**config.mk**
```make
export PLATFORM = sky130hd
export DESIGN_NAME = gcbp_search_sched_flat
export DESIGN_NICKNAME = d
export VERILOG_FILES = /design/src/rtl/gcbp_search_sched_if.sv /design/src/rtl/gcbp_search_sched.sv /design/src/flat_wrapper.sv
export SDC_FILE = /design/constraint.sdc
export NUM_CORES = 1
export LEC_CHECK = 0
export BUFFER_PORTS_ARGS = -buffer_cell sky130_fd_sc_hd__buf_4
export CORE_ASPECT_RATIO = 0.7
export CORE_MARGIN = 2
export CORE_UTILIZATION = 49
export CTS_CLUSTER_DIAMETER = 150
export CTS_CLUSTER_SIZE = 16
export DETAILED_ROUTE_END_ITERATION = 12
export GPL_TIMING_DRIVEN = 0
export HOLD_SLACK_MARGIN = 0.15
export PLACE_DENSITY_LB_ADDON = 0.3
export SYNTH_ARGS = -nofsm -noshare
export SYNTH_HDL_FRONTEND = slang
export SYNTH_SLANG_ARGS = --single-unit
```
**constraint.sdc**
```tcl
create_clock -name i_clk -period 1.4 [get_ports i_clk]
set_input_delay 0.14 -clock i_clk [delete_from_list [all_inputs] [get_ports i_clk]]
set_output_delay 0.14 -clock i_clk [all_outputs]
set_load 0.03 [all_outputs]
```
**src/rtl/gcbp_search_sched_if.sv**
```systemverilog
// Command/status bundle between gcbp_search_sched (master) and the write side / GCBP matcher (slave).
// Command channel: a read command transfers on any rising edge where o_cmd_valid && i_cmd_ready; while
// valid is high and ready low, addr/sel/curr hold stable and valid only drops after a transfer.
interface gcbp_search_sched_if #(
  parameter int C_ADDR_BITS = 9
) ();
  logic                   i_frame_done;
  logic                   i_cmd_ready;
  logic                   i_match_done;
  logic [1:0]             o_next_frame_loc;
  logic [1:0]             o_curr_frame_loc;
  logic [1:0]             o_prev_frame_loc;
  logic                   o_cmd_valid;
  logic [C_ADDR_BITS-1:0] o_rd_addr;
  logic [3:0]             o_rd_sel;
  logic                   o_rd_curr;
  logic                   o_busy;
  logic                   o_search_done;
  logic                   o_overrun;
  logic [2:0]             state_dbg;

  modport master (
    input  i_frame_done, i_cmd_ready, i_match_done,
    output o_next_frame_loc, o_curr_frame_loc, o_prev_frame_loc,
    output o_cmd_valid, o_rd_addr, o_rd_sel, o_rd_curr,
    output o_busy, o_search_done, o_overrun, state_dbg
  );

  modport slave (
    output i_frame_done, i_cmd_ready, i_match_done,
    input  o_next_frame_loc, o_curr_frame_loc, o_prev_frame_loc,
    input  o_cmd_valid, o_rd_addr, o_rd_sel, o_rd_curr,
    input  o_busy, o_search_done, o_overrun, state_dbg
  );
endinterface

```
**src/rtl/gcbp_search_sched.sv**
```systemverilog
// GCBP frame-slot rotation and per-sub-image read-command sequencer; all outputs registered.
// Optional macro GCBP_SEARCH_WARMUP_EN: skip the search until two frames have been rotated in.
module gcbp_search_sched #(
  parameter int C_SUBIMAGE_HEIGHT  = 64,
  parameter int C_NUM_SUBIMAGES    = 16,
  parameter int C_ADDR_BITS        = 9,
  parameter int C_FRAME_BASE_SHIFT = 7
) (
  input  logic                 i_clk,
  input  logic                 i_resetn,
  gcbp_search_sched_if.master  bus
);

  localparam int ROW_BITS = $clog2(C_SUBIMAGE_HEIGHT);

  typedef enum logic [2:0] {
    S_IDLE       = 3'd0,
    S_ROTATE     = 3'd1,
    S_ISSUE      = 3'd2,
    S_WAIT_MATCH = 3'd3,
    S_DONE       = 3'd4
  } state_t;

  state_t                 state, state_d;
  logic [1:0]             next_loc, next_loc_d, curr_loc, curr_loc_d, prev_loc, prev_loc_d;
  logic                   pending, pending_d;
  logic [1:0]             seen, seen_d;
  logic [ROW_BITS-1:0]    row, row_d, nrow;
  logic [3:0]             sub, sub_d;
  logic                   phase, phase_d, nphase;
  logic                   cmd_valid, cmd_valid_d;
  logic [C_ADDR_BITS-1:0] rd_addr, rd_addr_d;
  logic [3:0]             rd_sel, rd_sel_d;
  logic                   rd_curr, rd_curr_d;
  logic                   busy, busy_d;
  logic                   search_done, search_done_d;
  logic                   overrun, overrun_d;
  logic                   search_en;
  logic [1:0]             load_loc;

  always_comb begin
    state_d       = state;
    next_loc_d    = next_loc;
    curr_loc_d    = curr_loc;
    prev_loc_d    = prev_loc;
    pending_d     = pending;
    seen_d        = seen;
    row_d         = row;
    sub_d         = sub;
    phase_d       = phase;
    cmd_valid_d   = cmd_valid;
    rd_addr_d     = rd_addr;
    rd_sel_d      = rd_sel;
    rd_curr_d     = rd_curr;
    search_done_d = 1'b0;
    overrun_d     = 1'b0;
    search_en     = 1'b0;
    nrow          = row;
    nphase        = phase;
    load_loc      = curr_loc;

    // Frames completing while busy are queued once; a second one is lost.
    if (state != S_IDLE && bus.i_frame_done) begin
      if (pending) overrun_d = 1'b1;
      else         pending_d = 1'b1;
    end

    case (state)
      S_IDLE: begin
        if (bus.i_frame_done || pending) begin
          state_d   = S_ROTATE;
          // Both at once: service the queued frame now, keep the new one queued.
          pending_d = bus.i_frame_done && pending;
        end
      end
      S_ROTATE: begin
        prev_loc_d = curr_loc;
        curr_loc_d = next_loc;
        next_loc_d = prev_loc;
        seen_d     = (seen == 2'd2) ? 2'd2 : seen + 2'd1;
`ifdef GCBP_SEARCH_WARMUP_EN
        search_en  = (seen_d == 2'd2);
`else
        search_en  = 1'b1;
`endif
        state_d    = search_en ? S_ISSUE : S_IDLE;
      end
      S_ISSUE: begin
        // row/phase name the command on the bus while valid, else the one to load.
        if (!cmd_valid) begin
          cmd_valid_d = 1'b1;
        end else if (bus.i_cmd_ready) begin
          if (row == ROW_BITS'(C_SUBIMAGE_HEIGHT - 1) && phase) begin
            cmd_valid_d = 1'b0;
            row_d       = '0;
            phase_d     = 1'b0;
            state_d     = S_WAIT_MATCH;
          end else begin
            nrow    = phase ? row + ROW_BITS'(1) : row;
            nphase  = !phase;
            row_d   = nrow;
            phase_d = nphase;
          end
        end
        load_loc  = nphase ? prev_loc : curr_loc;
        rd_addr_d = (C_ADDR_BITS'(load_loc) << C_FRAME_BASE_SHIFT) + C_ADDR_BITS'(nrow);
        rd_sel_d  = sub;
        rd_curr_d = !nphase;
      end
      S_WAIT_MATCH: begin
        if (bus.i_match_done) begin
          if (sub == 4'(C_NUM_SUBIMAGES - 1)) begin
            state_d       = S_DONE;
            search_done_d = 1'b1;
          end else begin
            sub_d   = sub + 4'd1;
            state_d = S_ISSUE;
          end
        end
      end
      S_DONE: begin
        row_d   = '0;
        sub_d   = '0;
        phase_d = 1'b0;
        state_d = S_IDLE;
      end
      default: state_d = S_IDLE;
    endcase

    busy_d = (state_d != S_IDLE);
  end

  always_ff @(posedge i_clk or negedge i_resetn) begin
    if (!i_resetn) begin
      state       <= S_IDLE;
      next_loc    <= 2'd0;
      curr_loc    <= 2'd1;
      prev_loc    <= 2'd2;
      pending     <= 1'b0;
      seen        <= 2'd0;
      row         <= '0;
      sub         <= '0;
      phase       <= 1'b0;
      cmd_valid   <= 1'b0;
      rd_addr     <= '0;
      rd_sel      <= '0;
      rd_curr     <= 1'b0;
      busy        <= 1'b0;
      search_done <= 1'b0;
      overrun     <= 1'b0;
    end else begin
      state       <= state_d;
      next_loc    <= next_loc_d;
      curr_loc    <= curr_loc_d;
      prev_loc    <= prev_loc_d;
      pending     <= pending_d;
      seen        <= seen_d;
      row         <= row_d;
      sub         <= sub_d;
      phase       <= phase_d;
      cmd_valid   <= cmd_valid_d;
      rd_addr     <= rd_addr_d;
      rd_sel      <= rd_sel_d;
      rd_curr     <= rd_curr_d;
      busy        <= busy_d;
      search_done <= search_done_d;
      overrun     <= overrun_d;
    end
  end

  assign bus.o_next_frame_loc = next_loc;
  assign bus.o_curr_frame_loc = curr_loc;
  assign bus.o_prev_frame_loc = prev_loc;
  assign bus.o_cmd_valid      = cmd_valid;
  assign bus.o_rd_addr        = rd_addr;
  assign bus.o_rd_sel         = rd_sel;
  assign bus.o_rd_curr        = rd_curr;
  assign bus.o_busy           = busy;
  assign bus.o_search_done    = search_done;
  assign bus.o_overrun        = overrun;
  assign bus.state_dbg        = state;

endmodule
```
**src/flat_wrapper.sv**
```systemverilog
// flat-port wrapper written by rule: the top's interface ports become plain ports
module gcbp_search_sched_flat 
#(
  parameter int C_SUBIMAGE_HEIGHT  = 64,
  parameter int C_NUM_SUBIMAGES    = 16,
  parameter int C_ADDR_BITS        = 9,
  parameter int C_FRAME_BASE_SHIFT = 7
)
  (i_clk, i_resetn, bus_i_frame_done, bus_i_cmd_ready, bus_i_match_done, bus_o_next_frame_loc, bus_o_curr_frame_loc, bus_o_prev_frame_loc, bus_o_cmd_valid, bus_o_rd_addr, bus_o_rd_sel, bus_o_rd_curr, bus_o_busy, bus_o_search_done, bus_o_overrun, bus_state_dbg);
  gcbp_search_sched_if #(.C_ADDR_BITS(C_ADDR_BITS)) bus_i ();
  input  logic i_clk;
  input  logic i_resetn;
  input wire logic [$bits(bus_i.i_frame_done)-1:0] bus_i_frame_done;
  input wire logic [$bits(bus_i.i_cmd_ready)-1:0] bus_i_cmd_ready;
  input wire logic [$bits(bus_i.i_match_done)-1:0] bus_i_match_done;
  output wire logic [$bits(bus_i.o_next_frame_loc)-1:0] bus_o_next_frame_loc;
  output wire logic [$bits(bus_i.o_curr_frame_loc)-1:0] bus_o_curr_frame_loc;
  output wire logic [$bits(bus_i.o_prev_frame_loc)-1:0] bus_o_prev_frame_loc;
  output wire logic [$bits(bus_i.o_cmd_valid)-1:0] bus_o_cmd_valid;
  output wire logic [$bits(bus_i.o_rd_addr)-1:0] bus_o_rd_addr;
  output wire logic [$bits(bus_i.o_rd_sel)-1:0] bus_o_rd_sel;
  output wire logic [$bits(bus_i.o_rd_curr)-1:0] bus_o_rd_curr;
  output wire logic [$bits(bus_i.o_busy)-1:0] bus_o_busy;
  output wire logic [$bits(bus_i.o_search_done)-1:0] bus_o_search_done;
  output wire logic [$bits(bus_i.o_overrun)-1:0] bus_o_overrun;
  output wire logic [$bits(bus_i.state_dbg)-1:0] bus_state_dbg;
  assign bus_i.i_frame_done = bus_i_frame_done;
  assign bus_i.i_cmd_ready = bus_i_cmd_ready;
  assign bus_i.i_match_done = bus_i_match_done;
  assign bus_o_next_frame_loc = bus_i.o_next_frame_loc;
  assign bus_o_curr_frame_loc = bus_i.o_curr_frame_loc;
  assign bus_o_prev_frame_loc = bus_i.o_prev_frame_loc;
  assign bus_o_cmd_valid = bus_i.o_cmd_valid;
  assign bus_o_rd_addr = bus_i.o_rd_addr;
  assign bus_o_rd_sel = bus_i.o_rd_sel;
  assign bus_o_rd_curr = bus_i.o_rd_curr;
  assign bus_o_busy = bus_i.o_busy;
  assign bus_o_search_done = bus_i.o_search_done;
  assign bus_o_overrun = bus_i.o_overrun;
  assign bus_state_dbg = bus_i.state_dbg;
  gcbp_search_sched #(.C_SUBIMAGE_HEIGHT(C_SUBIMAGE_HEIGHT), .C_NUM_SUBIMAGES(C_NUM_SUBIMAGES), .C_ADDR_BITS(C_ADDR_BITS), .C_FRAME_BASE_SHIFT(C_FRAME_BASE_SHIFT)) u_core (.i_clk(i_clk), .i_resetn(i_resetn), .bus(bus_i));
endmodule
```
[After elaboration in Yosys (flattened, before gate mapping)]
Index checks and enable logic that the tools add are counted.
Word-level totals
  bits in registers: 39
Operators by class
  $add $sub $neg: 3
  muxes and demuxes: 39
  reductions and logical operators: 13
  eq/ne operators: 10
Operator list (count)
  6-bit 2-to-1 mux: 8
  1-bit 2-to-1 mux: 18
  3-bit 2-to-1 mux: 6
  3-bit case mux with 4 select lines: 1
  6-bit case mux with 2 select lines: 1
  9-bit by 6-bit adder with 9-bit output: 1
  4-bit 2-to-1 mux: 2
  4-bit case mux with 2 select lines: 1
  6-bit by 1-bit adder with 6-bit output (second input constant): 1
  3-bit by 2-bit == test with 1-bit output (second input constant): 2
  6-bit == test (second input constant): 1
  2-bit inequality test (second input constant): 3
  3-bit AND reduction: 2
  3-bit nonzero test: 2
  4-bit by 1-bit adder with 4-bit output (second input constant): 1
  4-bit == test (second input constant): 1
  2-bit nonzero test: 2
  3-bit by 1-bit == test with 1-bit output (second input constant): 1
  3-bit == test (second input constant): 1
  1-bit logical AND: 3
  3-bit logical NOT: 1
  1-bit logical NOT: 2
  2-bit 2-to-1 mux: 1
  2-bit by 1-bit inequality test with 1-bit output (second input constant): 1
  other kinds (2): 2

[Depth between registers and ports, before layout]
Gate-level depths: netlist (run 1).
  word-level depth: 8
  mapped depth: 5
  depth with buffers taken out: 5

[Worst setup path before layout (run 1)]
No wires, ideal clock.
  kind: flip-flop to flip-flop
  start point: register u_core.state[2], in the netlist u_core.bus.state_dbg[2]
  end point: register u_core.row[4]
  arrival: 1.504 ns
  path buffers: 1
  setup slack: -0.222 ns
  period minus slack after synthesis: 1.622 ns
  library setup time: 0.118 ns
  cell stages (with the launch flop): 6
  required time: 1.282 ns
  path through: dfrtp_1 -> buf_4 -> nor3b_4 -> a21oi_1 -> o21bai_1 -> a21o_1
Between the ends
  word-level cells in the longest chain between the ends: 3
  elaborated cells between the ends (all ways): 7
  those cells by class: eq/ne: 4; mux: 1; reduce/logical: 2
Ends and longest elaborated chain
  start: declaration: line gcbp_search_sched.sv:24  | state_t state, state_d;
  start signal: assignment: line gcbp_search_sched.sv:152  | state <= state_d;
  3-bit by 2-bit == test with 1-bit output or 3-bit == test (tied branches): line gcbp_search_sched.sv:68  | case (state)
  2-bit by 1-bit inequality test with 1-bit output (no line), or another cell as far along
  3-bit AND reduction (no line)
  end signal: assignment: line gcbp_search_sched.sv:158  | row <= row_d;
  end: declaration: line gcbp_search_sched.sv:28  | logic [ROW_BITS-1:0] row, row_d, nrow;
Several ways; a longest one is shown, not always the timed one.
A chain may end at the register's enable or synchronous reset.

[Worst setup path after layout (run 1)]
  start point: register u_core.state[0], in the netlist u_core.bus.state_dbg[0]
  end point: register u_core.row[0]
Same word-level chain as after synthesis.

==> results.py, run 1 <==
metrics = {
    "synth": {
        "yosysTopAreaCell": "dfrtp_1",
        "netlist_top_cells_area": "dfrtp_1 (49%), nand2_1 (5.5%), a21oi_1 (4.6%), mux2_2 (3.7%), dfstp_2 (2.9%)",
        "synth_commonest_cells": "dfrtp_1 (36), nand2_1 (27), a21oi_1 (17)",
        "async_flop_share": 1.00,
        "ys_seq_area_frac": 0.518,
        "synth_cell_type_count": 46,
        "synth_edf_count": 0,
        "synth_warnings": 0,
        "netlist_instances": 185,
        "syn_area_per_cell_um2": 9.94,
        "synth_most_common_cell": "dfrtp_1",
        "synth_ff_type": "dfrtp_1",
        "yosysTopAreaCellShare": 0.490,
        "syn-num-nets": 192,
        "synth-seq-cells": 38,
        "syn_area_mm2": 0.00184,
    },
    "grt": {
        "grt_pass1_wl_mm": 7.13,
        "grt_max_degree": 39,
        "grt_pass1_vias": 1571,
        "overflow": 0,
        "track_usage": 0.210,
        "antenna_found_initial": 0,
    },
    "critical_path": {
        "cp-startpoint": "u_core.bus.state_dbg[0]",
        "start_kind": "flip-flop",
        "slowest_delay_ns": 0.45,
        "crit_family": "simple AND/OR/NAND/NOR gates",
        "slowest_stage": "or3b_4",
        "crit_fanout": 6,
        "critical_path_class": "flip-flop to flip-flop",
        "arrival_ns": 1.69,
        "cp_cell_sequence": "or3b_4 > or3_4 > a21oi_2",
        "cp-end-kind": "flip-flop",
        "worstPathRequired_ns": 1.62,
        "path_buf_inv": 0,
        "timing.rr.start": "u_core.bus.state_dbg[0]",
    },
    "pwr": {
        "power_frac_comb": 0.299,
        "peakVddDrop_mv": 0.796,
        "p_leak_nw": 1.20,
        "pwr-share-clk": 0.254,
        "pwr-share-seq": 0.447,
        "swShare": 0.340,
        "p_int_mw": 2.05,
        "totalPowerFinal_mw": 3.12,
        "powerDensity_mw_per_mm2": 1200,
        "p_sw_mw": 1.06,
    },
    "floorplan": {
        "coreArea_mm2": 0.00356,
        "fp-row-count": 18,
        "die_x_um": 77.2,
        "ioPinCount": 32,
        "die_y_um": 55.3,
        "start_util": 0.517,
        "die_area_mm2": 0.00427,
    },
    "final_layout": {
        "multi_input_area_mm2": 0.00100,
        "final_cells": 293,
        "drive_gt1_frac": 0.457,
        "seqCellArea_um2": 962,
        "layout.nets": 249,
        "fillerInstances": 265,
        "num_antenna_cells": 0,
        "finalCoreUtilization": 0.732,
        "area_growth_pct": 41.6,
    },
    "min_path": {
        "hold_start": "bus_i_match_done",
        "hold_path_class": "primary input to flip-flop",
    },
    "clock_tree": {
        "cts-htree-levels": 2,
        "cts_tree": "built",
        "clock_latency_ns": 0.29,
        "cts_root_buf": "clkbuf_8",
        "clkSinkCount": 38,
        "clock_path_buffers": 2,
        "clk_pin_slew_ns": 0.08,
        "cts-buffers-inserted": 5,
    },
    "timing": {
        "rsz0062_at_grt": "true",
        "slew_violations": 0,
        "worst_slack_ns": -0.0690,
        "fin_crit_sh": 1.05,
        "finalSetupViolations": 5,
        "setup_tns_ns": -0.186,
        "fin_skew_ns": 0.00630,
        "fmaxAchievable_ghz": 0.681,
        "hold_violations": 0,
        "post-route-min-period_ns": 1.47,
    },
    "routing": {
        "routedWlPerCell_um": 14.7,
        "wirelength_mm": 4.31,
        "drt_pass1_iterations": 4,
        "drtIter0Drc": 125,
        "drtAntennaViolNets": 0,
        "routed_via_density": 5.44,
        "drc": 0,
        "routed-via-count": 1595,
    },
    "placed_design": {
        "place_inst": 265,
        "port_buffers": 30,
        "place_worst_setup_slack_ns": -0.235,
        "dp_hpwl_mm": 2.67,
        "place.gp.congestion": 0.917,
    },
    "run": {
        "cap_violations": 0,
    },
    "outcome": {
        "run_status": "finished with violations",
        "violations": "setup timing",
    },
}
cell type report:
type	instances	area share
plain buffers	7	0.0250
multi-input cells	137	0.384
inverters	1	0.00144
repair buffers	52	0.159
clock buffers	6	0.0317
flip-flops and latches	38	0.369
clock inverters	2	0.00480
well taps	50	0.0240
power groups by stage:
stage	clock network (mW)	logic, mW	registers, mW
finish	0.792	0.931	1.39
global route	0.866	1.01	1.41
CTS	0.809	0.868	1.36
detailed placement	0	0.723	1.40
global placement	0	0.712	1.40
floorplan	0	0.370	1.50
metrics by stage:
step / instance area [um^2] / hold WS (ns)
after global routing: 2610 / 0.205
final: 2610 / 0.197
after CTS: 2500 / 0.169
after global placement: 2180 / 0.133
after floorplan: 1890 / -0.156
after detailed placement: 2180 / 0.133
kinds of logic after synthesis:
family / share of synthesized area
buffers and inverters: 0.0326
other: 0.00204
adders and majority gates: 0.0136
and+or+nand+nor: 0.230
xor gates and xnor gates: 0.0143
DFF: 0.518
AOI/OAI and AO/OA: 0.131
muxes: 0.0585
state kept, by name, summed over array words and instances, names as in the netlist:
register                     count
u_core.bus.o_curr_frame_loc      2
u_core.bus.o_rd_sel              4
u_core.bus.o_prev_frame_loc      2
u_core.phase                     1
u_core.bus.o_rd_addr             8
u_core.bus.o_overrun             1
u_core.row                       6
u_core.sub                       4
u_core.bus.o_cmd_valid           1
u_core.bus.o_search_done         1
u_core.bus.o_busy                1
u_core.bus.o_rd_curr             1
u_core.bus.o_next_frame_loc      2
u_core.bus.state_dbg             3
u_core.pending                   1
metal layers:
metal	routed length (um)	up-vias	GRT usage
met2	2120	29	0.332
met3	151	10	0.0490
met4	70	0	0.0791
li1	-	763	-
met5	0	-	0
met1	1970	793	0.284
worst register-to-register path, cell delays in order, from the launching register on:
cell and delay [ns]:
dfrtp_2 0.43, or3b_4 0.45, or3_4 0.39, a21oi_2 0.13
cells in the final DEF (no fill, tap or decap), types with 3 or more instances in the layout:
cell / n
o21ai_1: 6
nand3_1: 7
buf_4: 50
dfrtp_1: 29
a21oi_2: 3
nor3b_4: 3
dfrtp_2: 7
clkbuf_8: 6
nor2_1: 12
o21ai_0: 3
nor3_1: 7
and3_4: 3
nand2_1: 26
mux2i_1: 4
buf_6: 4
mux2_4: 6
a21oi_1: 13
worst paths after layout:
kind                                      endpoint  slack (ns)  cells after the start
hold reg to reg            u_core.bus.o_rd_addr[2]        0.48                      1
hold / removal             u_core.bus.state_dbg[1]        0.20                      4
max in group asynchronous            u_core.row[3]        0.69                      2
setup reg to reg                     u_core.row[0]       -0.07                      3
setup / recovery                     u_core.row[0]       -0.07                      3
min in group asynchronous            u_core.sub[2]        0.35                      2
timing repair:
item                                    4_1_cts  5_1_grt
endpoints found under the hold margin        38        0
gates resized for setup                      19       25
endpoints found under the setup margin       28       26
setup buffers                                16        4
pin swaps                                     6        6
hold buffers                                  2        0
Note: power is estimated with default switching activity, not from simulation.
==> run 2: changes to the inputs <==
==> constraint.sdc (replaced) <==
create_clock -name i_clk -period 1.2 [get_ports i_clk]
set_input_delay 0.12 -clock i_clk [delete_from_list [all_inputs] [get_ports i_clk]]
set_output_delay 0.12 -clock i_clk [all_outputs]
set_load 0.03 [all_outputs]
==> results.py, run 2 (same netlist as run 1, synthesis figures left out) <==
metrics = {
    "pwr": {
        "totalPowerFinal_mw": 4.01,
        "peakVddDrop_mv": 1.00,
        "power_frac_comb": 0.355,
        "pwr-share-seq": 0.411,
        "pwr-share-clk": 0.234,
        "p_int_mw": 2.56,
        "swShare": 0.362,
        "powerDensity_mw_per_mm2": 1360,
        "p_sw_mw": 1.45,
        "p_leak_nw": 1.33,
    },
    "timing": {
        "fin_skew_ns": 0.0116,
        "hold_violations": 0,
        "fin_hold_ws_ns": 0.163,
        "finalSetupViolations": 38,
        "post-route-min-period_ns": 1.60,
        "fmaxAchievable_ghz": 0.625,
        "setup_tns_ns": -9.05,
        "slew_violations": 0,
        "rsz0062_at_grt": "true",
        "worst_slack_ns": -0.400,
        "fin_crit_sh": 1.33,
    },
    "clock_tree": {
        "clkSinkCount": 38,
        "cts-buffers-inserted": 5,
        "clock_latency_ns": 0.30,
        "clk_pin_slew_ns": 0.08,
        "cts_tree": "built",
        "clock_path_buffers": 2,
        "cts_root_buf": "clkbuf_8",
        "cts-htree-levels": 2,
    },
    "floorplan": {
        "fp-row-count": 18,
        "start_util": 0.517,
        "coreArea_mm2": 0.00356,
        "ioPinCount": 32,
        "die_x_um": 77.2,
        "die_area_mm2": 0.00427,
        "die_y_um": 55.3,
    },
    "final_layout": {
        "fillerInstances": 212,
        "largest_reg_flops": 8,
        "mostFrequentLayoutCells": "buf_4 (51), dfrtp_1 (27), nand2_1 (20), buf_6 (17), a21oi_2 (10)",
        "layout.nets": 263,
        "area_growth_pct": 60.4,
        "final_common_cell": "buf_4",
        "final_cell_area_mm2": 0.00295,
        "num_antenna_cells": 0,
        "drive_gt1_frac": 0.607,
        "final_cells": 307,
    },
    "routing": {
        "routed_via_density": 6.10,
        "drt_pass1_iterations": 4,
        "drtAntennaViolNets": 0,
        "routedWlPerCell_um": 21.7,
        "routed-via-count": 1873,
        "wirelength_mm": 6.65,
        "drc": 0,
        "drtIter0Drc": 200,
    },
    "critical_path": {
        "arrival_ns": 1.77,
        "crit_family": "flip-flops",
        "worstPathRequired_ns": 1.37,
        "cp_cell_sequence": "ha_4 > buf_12 > nand2_4 > o21ai_4 > mux2i_1 > a21oi_1",
        "slowest_stage": "dfrtp_2",
        "timing.rr.start": "u_core.row[0]",
        "start_kind": "flip-flop",
        "slowest_delay_ns": 0.44,
        "cp-end-kind": "flip-flop",
        "path_buf_inv": 1,
        "crit_fanout": 5,
        "rr_worst_depth": 6,
        "critical_path_class": "flip-flop to flip-flop",
        "worstReg2RegEnd": "u_core.bus.o_rd_addr[1]",
        "ff2ff_setup_slack_ns": -0.40,
    },
    "grt": {
        "grt_max_degree": 39,
        "overflow": 0,
        "antenna_found_initial": 0,
        "grt_pass1_wl_mm": 8.58,
        "track_usage": 0.260,
        "grt_pass1_vias": 1743,
    },
    "min_path": {
        "hold_path_class": "primary input to flip-flop",
        "min_delay_worst_endpoint": "u_core.bus.state_dbg[1]",
        "hold_start": "bus_i_match_done",
        "holdPathStages": 4,
    },
    "outcome": {
        "run_status": "finished with violations",
        "violations": "setup timing",
    },
    "placed_design": {
        "place.gp.congestion": 0.911,
        "place_area_mm2": 0.00218,
        "port_buffers": 30,
        "place_inst": 265,
        "dp_hpwl_mm": 2.74,
    },
    "run": {
        "cap_violations": 0,
    },
}
run 2: layout make-up:
cell class / instances / area (um^2) / share of cell area
tap: 50 / 62.6 / 0.0212
clock inverter: 2 / 12.5 / 0.00424
inverter: 1 / 3.75 / 0.00127
sequential: 38 / 965 / 0.327
multi-input combinational: 137 / 1170 / 0.398
timing repair buffer: 67 / 589 / 0.200
buffer: 6 / 60.1 / 0.0204
clock buffer: 6 / 82.6 / 0.0280
run 2: metal layers:
metal  wire length (um)  global-route usage  vias up
met5                  0                   0        -
met4                297               0.112        0
met3                466              0.0605       34
met2               3290               0.430      105
met1               2600               0.328      933
li1                   -                   -      801
run 2: through the flow:
step	setup WS (ns)	util
finish	-0.400	0.829
global route	-0.427	0.829
CTS	-0.323	0.758
detailed placement	-0.450	0.614
global placement	-0.454	0.614
floorplan	-0.342	-
run 2: worst max path at each step:
| stage | from | endpoint | depth (start not counted) |
|---|---|---|---|
| after floorplan | u_core.bus.state_dbg[0] | u_core.row[0] | 4 |
| after global placement | u_core.bus.state_dbg[2] | u_core.row[4] | 5 |
| after detailed placement | u_core.bus.state_dbg[0] | u_core.row[4] | 5 |
| after CTS | u_core.bus.state_dbg[2] | u_core.row[0] | 4 |
| after global routing | u_core.bus.state_dbg[0] | u_core.row[3] | 6 |
| final | u_core.row[0] | u_core.bus.o_rd_addr[1] | 6 |
run 2: timing repair:
| action | CTS | global route |
|---|---|---|
| cloned | 0 | 0 |
| setup endpoints to repair | 32 | 37 |
| endpoints found under the hold margin | 40 | 0 |
| buffers inserted | 24 | 13 |
| gates resized for setup | 46 | 55 |
| hold buffers | 2 | 0 |
| pin swaps | 21 | 25 |
run 2: worst min-delay path, cell delays in order:
cell and delay, ns:
buf_4 0.10, nand3_2 0.08, nor2_1 0.09, nor3_1 0.05
run 2: power by group through the flow:
stage | clock [mW] | sequential (mW) | combinational [mW]
after detailed placement | 0 | 1.63 | 0.862
after global placement | 0 | 1.63 | 0.843
after global routing | 1.02 | 1.66 | 1.50
final | 0.940 | 1.65 | 1.43
after CTS | 0.928 | 1.64 | 1.14
after floorplan | 0 | 1.76 | 0.444
==> run 3: changes to the inputs <==
--- a/config.mk
+++ b/config.mk
@@ -10,11 +10,11 @@
 export CORE_MARGIN = 2
 export CORE_UTILIZATION = 49
 export CTS_CLUSTER_DIAMETER = 150
-export CTS_CLUSTER_SIZE = 16
+export CTS_CLUSTER_SIZE = 25
 export DETAILED_ROUTE_END_ITERATION = 12
 export GPL_TIMING_DRIVEN = 0
 export HOLD_SLACK_MARGIN = 0.15
-export PLACE_DENSITY_LB_ADDON = 0.3
+export PLACE_DENSITY = 0.74
 export SYNTH_ARGS = -nofsm -noshare
 export SYNTH_HDL_FRONTEND = slang
 export SYNTH_SLANG_ARGS = --single-unit
==> results.py, run 3 (same netlist as run 1, synthesis figures left out) <==
metrics = {
    "grt": {
        "grt_pass1_wl_mm": 8.02,
        "antenna_found_initial": 0,
        "grt_max_degree": 39,
        "grt_pass1_vias": 1655,
        "overflow": 0,
        "track_usage": 0.245,
    },
    "clock_tree": {
        "cts_root_buf": "clkbuf_8",
        "cts-buffers-inserted": 5,
        "clock_path_buffers": 2,
        "cts-htree-levels": 2,
        "cts_tree": "built",
        "clock_latency_ns": 0.29,
        "clk_pin_slew_ns": 0.08,
        "clkSinkCount": 38,
    },
    "placed_design": {
        "place.gp.congestion": 0.832,
        "place_worst_setup_slack_ns": -0.441,
        "dp_hpwl_mm": 2.81,
        "port_buffers": 30,
        "place_area_mm2": 0.00218,
    },
    "routing": {
        "drtIter0Drc": 162,
        "drc": 0,
        "routed_via_density": 6.00,
        "drtAntennaViolNets": 0,
        "drt_pass1_iterations": 6,
        "routed-via-count": 1819,
        "wirelength_mm": 6.00,
        "routedWlPerCell_um": 19.8,
    },
    "final_layout": {
        "area_growth_pct": 57.7,
        "layout.nets": 259,
        "num_antenna_cells": 0,
        "drive_gt1_frac": 0.538,
        "final_common_cell": "buf_4",
        "mostFrequentLayoutCells": "buf_4 (46), dfrtp_1 (28), nand2_1 (24), buf_6 (16), a21oi_1 (12)",
        "final_cell_area_mm2": 0.00290,
        "largest_reg_flops": 8,
    },
    "pwr": {
        "powerDensity_mw_per_mm2": 1490,
        "p_leak_nw": 1.31,
        "peakVddDrop_mv": 1.31,
    },
    "timing": {
        "slew_violations": 0,
        "fin_crit_sh": 1.36,
        "worst_slack_ns": -0.428,
        "fmaxAchievable_ghz": 0.614,
        "hold_violations": 0,
        "rsz0062_at_grt": "true",
        "finalSetupViolations": 36,
        "post-route-min-period_ns": 1.63,
        "fin_hold_ws_ns": 0.203,
        "fin_skew_ns": 0.00831,
        "setup_tns_ns": -7.65,
    },
    "floorplan": {
        "fp-row-count": 18,
        "coreArea_mm2": 0.00356,
        "die_x_um": 77.2,
        "ioPinCount": 32,
        "die_y_um": 55.3,
        "die_area_mm2": 0.00427,
        "start_util": 0.517,
    },
    "critical_path": {
        "start_kind": "flip-flop",
        "crit_fanout": 5,
        "timing.rr.start": "u_core.bus.state_dbg[0]",
        "slowest_stage": "dfrtp_2",
        "cp_cell_sequence": "or3b_1 > buf_6 > buf_4 > o21ai_0 > a21oi_2",
        "arrival_ns": 1.80,
        "slowest_delay_ns": 0.44,
        "worstPathRequired_ns": 1.38,
        "cp-end-kind": "flip-flop",
        "critical_path_class": "flip-flop to flip-flop",
        "cp-startpoint": "u_core.bus.state_dbg[0]",
    },
    "min_path": {
        "hold_start": "bus_i_match_done",
        "hold_path_class": "primary input to flip-flop",
    },
    "outcome": {
        "run_status": "finished with violations",
        "violations": "setup timing",
    },
    "run": {
        "cap_violations": 0,
    },
}
[run 3: changes by cell type in the layout (fill, tap and decap cells not counted), moves of 2 or more]
cell	change
a21oi_2	-6
a21oi_1	+5
buf_4	-5
nand2_1	+4
nand2_2	-3
nand3_2	-3
bufinv_16	+2
nand3_4	+2
nor3_1	+2
nor3_2	-2
[run 3: critical path: cells and delay by family, from the launching register on]
kind | cells | cell delay, ns
buf+inv | 2 | 0.28
flops | 1 | 0.44
compound gates | 2 | 0.40
simple gates | 1 | 0.40
[run 3: worst paths after layout]
kind                                           endpoint  slack, ns  cells after the start
worst max register to register            u_core.row[0]      -0.43                      5
worst min register to register   u_core.bus.o_rd_sel[1]       0.50                      2
min in group asynchronous             u_core.bus.o_busy       0.32                      2
max in group asynchronous                  u_core.phase       0.49                      2
worst max-delay path                      u_core.row[0]      -0.43                      5
worst min-delay path            u_core.bus.state_dbg[1]       0.20                      4
[run 3: per-layer routing]
layer	global-route usage	routed length, um	vias to the layer above
met2	0.404	3050	90
met5	0	0	-
li1	-	-	789
met1	0.304	2380	915
met3	0.0752	367	25
met4	0.0969	207	0
[run 3: power by group]
part	total (mW)	switching, mW	internal [mW]	leakage [nW]
registers	1.69	0.229	1.46	0.474
clock network	1.35	0.461	0.887	0.0714
logic	1.28	0.724	0.559	0.763
[run 3: per-stage QoR]
step	total power [mW]	util	std cells
6_report	4.32	0.815	303
5_1_grt	4.49	0.815	303
4_1_cts	4.04	0.757	296
3_5_place_dp	2.51	0.614	265
3_3_place_gp	2.46	0.614	265
2_1_floorplan	2.20	-	185
[run 3: cell type report]
type	count	area, um^2
inverters	1	3.75
clock buffers	6	82.6
well taps	50	62.6
repair buffers	63	543
multi-input cells	137	1120
flip-flops and latches	38	963
plain buffers	6	60.1
fillers	191	658
clock inverters	2	60.1
[run 3: repair_timing]
| action | in CTS | in global routing |
|---|---|---|
| hold endpoints to repair | 40 | 0 |
| hold buffers | 2 | 0 |
| buffers inserted | 22 | 9 |
| endpoints found under the setup margin | 32 | 38 |
| gates resized for setup | 41 | 37 |
| gates cloned | 1 | 0 |
| pin swaps | 16 | 20 |
